$ cat config.mk
export PLATFORM = sky130hd
export DESIGN_NAME = avalon_mm_csr_bank
export DESIGN_NICKNAME = d
export VERILOG_FILES = /design/src/rtl/avalon_mm_csr_bank.sv
export SDC_FILE = /design/constraint.sdc
export NUM_CORES = 1
export LEC_CHECK = 0
export CAP_MARGIN = 20
export CORE_MARGIN = 8
export CORE_UTILIZATION = 47
export CTS_CLUSTER_DIAMETER = 50
export DETAILED_ROUTE_END_ITERATION = 10
export GPL_ROUTABILITY_DRIVEN = 0
export PLACE_DENSITY = 0.95
export SYNTH_ARGS = -nofsm -noshare
export SYNTH_HDL_FRONTEND = slang
export SYNTH_SLANG_ARGS = --single-unit
export TNS_END_PERCENT = 1
$ cat constraint.sdc
create_clock -name clk_i -period 8.8 [get_ports clk_i]
set_clock_uncertainty 0.1 [all_clocks]
set_input_delay 0.88 -clock clk_i [delete_from_list [all_inputs] [get_ports clk_i]]
set_output_delay 0.88 -clock clk_i [all_outputs]
set_load 0.01 [all_outputs]
$ cat src/rtl/avalon_mm_csr_bank.sv
// Avalon-MM slave CSR bank: NUM_REGS read/write control registers and NUM_REGS read-only
// status words, with programmable wait states and a fixed-latency pipelined read path.
module avalon_mm_csr_bank #(
    parameter int unsigned       DWIDTH       = 32,
    parameter int unsigned       NUM_REGS     = 4,
    parameter int unsigned       AWIDTH       = $clog2(NUM_REGS) + 1,
    parameter int unsigned       WAIT_STATES  = 0,
    parameter int unsigned       READ_LATENCY = 1,
    parameter logic [DWIDTH-1:0] CTRL_RST_VAL = '0
) (
    input  logic                         clk_i,
    input  logic                         rst_i,
    input  logic [AWIDTH-1:0]            address_i,
    input  logic                         write_i,
    input  logic [DWIDTH-1:0]            writedata_i,
    input  logic [DWIDTH/8-1:0]          byteenable_i,
    input  logic                         read_i,
    output logic                         waitrequest_o,
    output logic [DWIDTH-1:0]            readdata_o,
    output logic                         readdatavalid_o,
    output logic [NUM_REGS*DWIDTH-1:0]   ctrl_o,
    output logic [NUM_REGS-1:0]          ctrl_wr_stb_o,
    input  logic [NUM_REGS*DWIDTH-1:0]   status_i
);

    localparam int unsigned BYTES   = DWIDTH / 8;
    localparam int unsigned AW1     = AWIDTH + 1;
    localparam logic [3:0]  WS_LAST = 4'(WAIT_STATES - 1);

    typedef enum logic [1:0] {
        S_IDLE   = 2'd0,
        S_WAIT   = 2'd1,
        S_ACCEPT = 2'd2
    } state_t;

    state_t               state_q, state_d;
    logic [3:0]           cnt_q, cnt_d;
    logic                 req;
    logic                 accept;
    logic                 stall;
    logic                 do_wr;
    logic                 do_rd;
    logic [AW1-1:0]       addr_ext;
    logic [NUM_REGS-1:0]  wr_sel;
    logic [NUM_REGS-1:0]  stb_q;
    logic [DWIDTH-1:0]    rd_word;
    logic [DWIDTH-1:0]    ctrl_q [NUM_REGS];
    logic [READ_LATENCY-1:0] vld_q;
    logic [DWIDTH-1:0]    dat_q [READ_LATENCY];

    assign req      = read_i | write_i;
    assign addr_ext = {1'b0, address_i};

    // cnt counts stall cycles already spent; the IDLE cycle that sees the request is the first.
    always_comb begin
        state_d = state_q;
        cnt_d   = cnt_q;
        accept  = 1'b0;
        stall   = 1'b0;
        case (state_q)
            S_IDLE: begin
                if (req) begin
                    if (WAIT_STATES == 0) begin
                        accept = 1'b1;
                    end else begin
                        stall   = 1'b1;
                        cnt_d   = 4'd1;
                        state_d = (WAIT_STATES == 1) ? S_ACCEPT : S_WAIT;
                    end
                end
            end
            S_WAIT: begin
                stall = 1'b1;
                if (!req) begin
                    state_d = S_IDLE;
                end else begin
                    cnt_d = cnt_q + 4'd1;
                    if (cnt_q == WS_LAST) state_d = S_ACCEPT;
                end
            end
            S_ACCEPT: begin
                accept  = req;
                state_d = S_IDLE;
            end
            default: state_d = S_IDLE;
        endcase
    end

    always_ff @(posedge clk_i or posedge rst_i) begin
        if (rst_i) begin
            state_q <= S_IDLE;
            cnt_q   <= '0;
        end else begin
            state_q <= state_d;
            cnt_q   <= cnt_d;
        end
    end

    assign waitrequest_o = rst_i | stall;

    // A simultaneous read and write performs only the write.
    assign do_wr = accept & write_i;
    assign do_rd = accept & read_i & ~write_i;

    always_comb begin
        wr_sel  = '0;
        rd_word = '0;
        for (int i = 0; i < NUM_REGS; i++) begin
            wr_sel[i] = do_wr && (addr_ext == AW1'(i));
            if (addr_ext == AW1'(i))            rd_word = ctrl_q[i];
            if (addr_ext == AW1'(NUM_REGS + i)) rd_word = status_i[i*DWIDTH +: DWIDTH];
        end
    end

    always_ff @(posedge clk_i or posedge rst_i) begin
        if (rst_i) begin
            stb_q <= '0;
            for (int i = 0; i < NUM_REGS; i++) ctrl_q[i] <= CTRL_RST_VAL;
        end else begin
            stb_q <= wr_sel;
            for (int i = 0; i < NUM_REGS; i++) begin
                for (int b = 0; b < BYTES; b++) begin
                    if (wr_sel[i] && byteenable_i[b]) ctrl_q[i][b*8 +: 8] <= writedata_i[b*8 +: 8];
                end
            end
        end
    end

    // Each stage's data only moves with its valid bit, so the last stage holds the last response.
    always_ff @(posedge clk_i or posedge rst_i) begin
        if (rst_i) begin
            vld_q <= '0;
            for (int k = 0; k < READ_LATENCY; k++) dat_q[k] <= '0;
        end else begin
            vld_q[0] <= do_rd;
            if (do_rd) dat_q[0] <= rd_word;
            for (int k = 1; k < READ_LATENCY; k++) begin
                vld_q[k] <= vld_q[k-1];
                if (vld_q[k-1]) dat_q[k] <= dat_q[k-1];
            end
        end
    end

    assign readdatavalid_o = vld_q[READ_LATENCY-1];
    assign readdata_o      = dat_q[READ_LATENCY-1];
    assign ctrl_wr_stb_o   = stb_q;

    for (genvar g = 0; g < NUM_REGS; g++) begin : g_ctrl
        assign ctrl_o[g*DWIDTH +: DWIDTH] = ctrl_q[g];
    end

endmodule
==> results.toml, run 1 <==
[cells_and_area]
stdcell_area_um2 = 12400
n_fill_cell = 1320
n_antenna_cell = 0
layout_commonest_cell = "clkdlybuf4s50_1"
mostFrequentLayoutCells = "333 x clkdlybuf4s50_1, 165 x dfrtp_1, 128 x mux2_2, 58 x mux2i_1, 43 x nor2_1"
stdcell_count = 1221
drive_gt1_frac = 0.215
area_growth_syn_to_layout_pct = 47.3
final_nets = 1150

[die]
io_pins = 337
die_x_um = 150
row_count = 49
core_um2 = 17800
die_h_um = 150
start_util = 0.473
dieArea_um2 = 22400

[pwr]
p_switching_mw = 0.811
total_power_mw = 2.69
p_int_mw = 1.88
p_comb_frac = 0.324
swShare = 0.301
p_leak_nw = 5.07
pwr-share-clk = 0.283
p_per_area_nw_per_um2 = 217
seqPwrFrac = 0.394
peakVddDrop_mv = 0.134

[critical_path]
endpoint_kind = "register"
cp_max_fo = 65
crit_arrival_ns = 3.46
reg2reg_setup_slack_ns = 7.33
critPathLaunchType = "primary input"
path_class = "primary input to register"
cp_data_required_time_ns = 8.99

[place]
pre_cts_ws_ns = 5.14
portBuffers = 336
placedCellCount = 1189
dpl.hpwl_mm = 22.6
place_area_um2 = 11800

[run_status]
outcome = "completed"

[sta]
worst_pin_slew_ns = 0.927
setup_viol = 0
finalWorstSetupSlack_ns = 5.54
max-slew-margin-rel = 0.382
post-route-period-util = 0.371
setup_tns_ns = 0
min_period_ns = 3.26
rsz0062_at_grt = "no"
finalHoldViolations = 0
finalMaxSlewViolations = 0
max_freq_mhz = 306

[cts]
cts_tree = "built"
post_cts_buffers = 0
htree_levels = 4
clock-sinks = 165
clk_pin_slew_ns = 0.07
postCtsHoldBufs = 0
numCtsBuffers = 17
root_buffer = "clkbuf_16"
clock_latency_ns = 0.42
cts_resized = 0
clockBufferDepth = 2

[yosys]
syn_area_um2 = 8400
avgSynthCellArea_um2 = 12.7
synth-edff-count = 0
yosys-top-cells-area = "dfrtp_1 49%, mux2_2 17%, mux2i_1 6.9%, mux4_2 5.6%, nor2_1 1.9%"
synth_top_flop_cell = "dfrtp_1"
ys_ff_latch = 165
synthCells = 663
post-synth-top-area-cell = "dfrtp_1"
async_flop_share = 1.00
ys_warn_count = 0
yosys.area.top_type_share = 0.491
synthDistinctLibCells = 40
ys_seq_area_frac = 0.491
synth_fp_nets = 834

[worst_hold_path]
hold_class = "register to register"

[detailed_routing]
routedWlPerCell_um = 25.0
routed_via_density = 5.77
wirelength_mm = 30.6
dr.pass1.iters = 5
vias = 7048
drt-initial-drc-count = 306
drcViolationCount = 0
detail-route-antenna-nets = 0

[global_route]
grt_max_degree = 100
grt_pass1_vias = 7784
grt.total_usage = 0.271
antenna_found_initial = 0
grt_first_pass_wirelength_mm = 46.0
grt-ovfl-total = 0

[run]
cap_violations = 0
-- path summary, 6_finish.rpt --
path	start	endpoint	depth (start not counted)
worst min-delay path	readdata_o[1]	readdata_o[1]	2
max in group asynchronous	rst_i	readdata_o[26]	3
worst max-delay path	address_i[2]	readdata_o[28]	6
worst max register to register	ctrl_o[100]	readdata_o[4]	3
worst min register to register	readdata_o[1]	readdata_o[1]	2
min in group asynchronous	rst_i	readdata_o[17]	2
-- power by group through the flow --
stage	Sequential (mW)	Clock (mW)	Combinational [mW]
after floorplan	1.11	0	0.289
after global placement	1.06	0	0.852
after detailed placement	1.07	0	0.874
after CTS	1.06	0.770	0.880
after global routing	1.08	0.805	0.920
final	1.06	0.761	0.870
-- layer usage --
layer  up-vias  global-route usage  wire length (µm)
met5         -                   0                 0
met4         0               0.117              1190
met3        72              0.0768              2500
met2       345               0.459             15200
met1      3529               0.315             11700
li1       3102                   -                 -
-- kinds of logic after synthesis --
logic type	count (synthesis)	synth area share
multiplexers	209	0.300
flip-flops	165	0.491
AND/OR/NAND/NOR	131	0.0847
AO/OA/AOI/OAI	107	0.0840
buffers and inverters	51	0.0404
-- worst max-delay path, cell delays in order --
cell and delay, ns:
buf_4 0.69, buf_4 0.57, nand2b_1 0.71, o221ai_1 0.20, o221ai_1 0.24, nand2_1 0.11
-- through the flow --
| step | util | hold WS (ns) |
|---|---|---|
| floorplan | - | 0.416 |
| CTS | 0.696 | 0.392 |
| global route | 0.696 | 0.421 |
| detailed placement | 0.662 | 0.367 |
| global placement | 0.662 | 0.360 |
| finish | 0.696 | 0.387 |
-- registers in the layout (all words and copies together) (netlist names) --
signal,cells
readdata_o,32
readdatavalid_o,1
ctrl_wr_stb_o,4
ctrl_o,128
-- Yosys cell counts, drive strengths merged (4+ instances only) --
cell and number:
dfrtp 165, mux2 130, mux2i 58, nor2 56
buf 33, o21ai 32, nand3 29, nand2 28
mux4 21, a31oi 14, clkbuf 11, o221ai 11
a21oi 10, o211ai 10, a22oi 9, a21boi 6
inv 6, nor2b 5, a211oi 4, nand2b 4
nand4b 4
-- area by class of cell --
type | count | area [µm²] | area share
sequential | 165 | 4130 | 0.334
clock buffer | 19 | 453 | 0.0366
inverter | 7 | 31.3 | 0.00253
tap | 229 | 287 | 0.0232
timing repair buffer | 341 | 3390 | 0.274
multi-input combinational | 447 | 3940 | 0.318
clock inverter | 13 | 146 | 0.0118
Power figures use the tool's default switching activity.
==> inputs of run 2 (changes only) <==
--- a/config.mk
+++ b/config.mk
@@ -7,11 +7,11 @@
 export LEC_CHECK = 0
 export CAP_MARGIN = 20
 export CORE_MARGIN = 8
-export CORE_UTILIZATION = 47
+export CORE_UTILIZATION = 40
 export CTS_CLUSTER_DIAMETER = 50
 export DETAILED_ROUTE_END_ITERATION = 10
 export GPL_ROUTABILITY_DRIVEN = 0
-export PLACE_DENSITY = 0.95
+export PLACE_DENSITY = 0.89
 export SYNTH_ARGS = -nofsm -noshare
 export SYNTH_HDL_FRONTEND = slang
 export SYNTH_SLANG_ARGS = --single-unit
==> constraint.sdc (replaced) <==
create_clock -name clk_i -period 2.95 [get_ports clk_i]
set_clock_uncertainty 0.1 [all_clocks]
set_input_delay 0.295 -clock clk_i [delete_from_list [all_inputs] [get_ports clk_i]]
set_output_delay 0.295 -clock clk_i [all_outputs]
set_load 0.01 [all_outputs]
==> results.toml, run 2 (synthesis gave the netlist of run 1 again) <==
[die]
dieArea_um2 = 25900
row_count = 53
die_x_um = 161
start_util = 0.404
core_um2 = 20800
die_h_um = 161
io_pins = 337

[global_route]
grt_first_pass_wirelength_mm = 47.1
grt.total_usage = 0.235
grt-ovfl-total = 0
antenna_found_initial = 2
grt_max_degree = 85
grt_pass1_vias = 7539

[sta]
min_period_ns = 1.84
rsz0062_at_grt = "no"
post-route-period-util = 0.623
finalMaxSlewViolations = 0
finalHoldViolations = 0
max_freq_mhz = 544
setup_viol = 0
hold-worst-slack_ns = 0.215
setup_tns_ns = 0
max-slew-margin-rel = 0.519
worst_pin_slew_ns = 0.721

[cts]
clock_latency_ns = 0.42
clock-sinks = 165
cts_resized = 0
post_cts_buffers = 0
numCtsBuffers = 17
clk_pin_slew_ns = 0.07
root_buffer = "clkbuf_16"
htree_levels = 4
cts_tree = "built"
clockBufferDepth = 2
postCtsHoldBufs = 0

[pwr]
peakVddDrop_mv = 0.454
p_per_area_nw_per_um2 = 643
p_leak_nw = 5.14

[critical_path]
crit_arrival_ns = 2.03
path_class = "primary input to register"
critPathLaunchType = "primary input"
cp_max_fo = 8
cp_data_required_time_ns = 3.15
endpoint_kind = "register"

[cells_and_area]
n_fill_cell = 1701
final_nets = 1158
layout_commonest_cell = "clkdlybuf4s50_1"
largest_reg_flops = 128
stdcell_count = 1277
stdcell_area_um2 = 12600
area_growth_syn_to_layout_pct = 49.5
mostFrequentLayoutCells = "333 x clkdlybuf4s50_1, 165 x dfrtp_1, 128 x mux2_2, 58 x mux2i_1, 43 x nor2_1"
drive_gt1_frac = 0.219

[place]
portBuffers = 336
place_area_um2 = 11900
dpl.hpwl_mm = 23.0
placedCellCount = 1243

[detailed_routing]
dr.pass1.iters = 5
routed_via_density = 5.43
drt-initial-drc-count = 396
vias = 6935
wirelength_mm = 30.9
routedWlPerCell_um = 24.2
drcViolationCount = 0
detail-route-antenna-nets = 0

[run_status]
outcome = "completed"

[run]
cap_violations = 0

[worst_hold_path]
hold_class = "primary input to register"
-- run 2: changes by cell type in the layout (fill, tap and decap cells not counted), moves of 2 or more --
cell | before | now
buf_12 | 0 | 4
buf_4 | 8 | 12
clkbuf_1 | 0 | 2
diode_2 | 0 | 2
inv_6 | 4 | 2
-- run 2: path summary, 6_finish.rpt --
| path | start | endpoint | slack, ns | depth (start not counted) |
|---|---|---|---|---|
| max | write_i | ctrl_o[69] | 1.11 | 6 |
| min reg2reg | readdata_o[21] | readdata_o[21] | 0.39 | 2 |
| max in group asynchronous | rst_i | ctrl_o[122] | 2.04 | 3 |
| min | address_i[0] | ctrl_wr_stb_o[0] | 0.22 | 2 |
| min in group asynchronous | rst_i | readdata_o[21] | 0.29 | 3 |
| max reg2reg | ctrl_o[55] | readdata_o[23] | 1.60 | 3 |
-- run 2: stage by stage --
| stage | total power [mW] | setup slack (ns) | utilization |
|---|---|---|---|
| floorplan | 4.18 | 0.456 | - |
| global placement | 5.72 | 0.667 | 0.573 |
| detailed placement | 5.80 | 0.638 | 0.573 |
| CTS | 8.16 | 1.08 | 0.603 |
| global route | 8.44 | 0.993 | 0.603 |
| finish | 8.08 | 1.11 | 0.603 |
-- run 2: final cells by class --
type / count / area (µm²) / area share
inverters: 7 / 30.0 / 0.00239
multi-input cells: 447 / 3940 / 0.313
diodes: 2 / 5.00 / 0.000398
repair buffers: 349 / 3500 / 0.279
flip-flops and latches: 165 / 4130 / 0.329
clock inverters: 10 / 144 / 0.0115
clock buffers: 22 / 474 / 0.0377
well taps: 275 / 344 / 0.0274
-- run 2: worst max-delay path, stage by stage --
cell and delay (ns):
clkdlybuf4s50_1 0.53, nor2b_1 0.15, buf_4 0.19, nand2_2 0.13, nor2_4 0.35, mux2_2 0.39
-- run 2: routing by layer --
layer  global-route usage  wire [µm]  share of wire
met2                0.394      15500           0.50
met5                    0          0              0
met3               0.0584       2010          0.065
met4               0.0960        984          0.032
met1                0.284      12400           0.40
-- run 2: power by group --
group,switching [mW],internal (mW)
sequential,0.412,2.75
clock,0.935,1.41
combinational,1.01,1.56
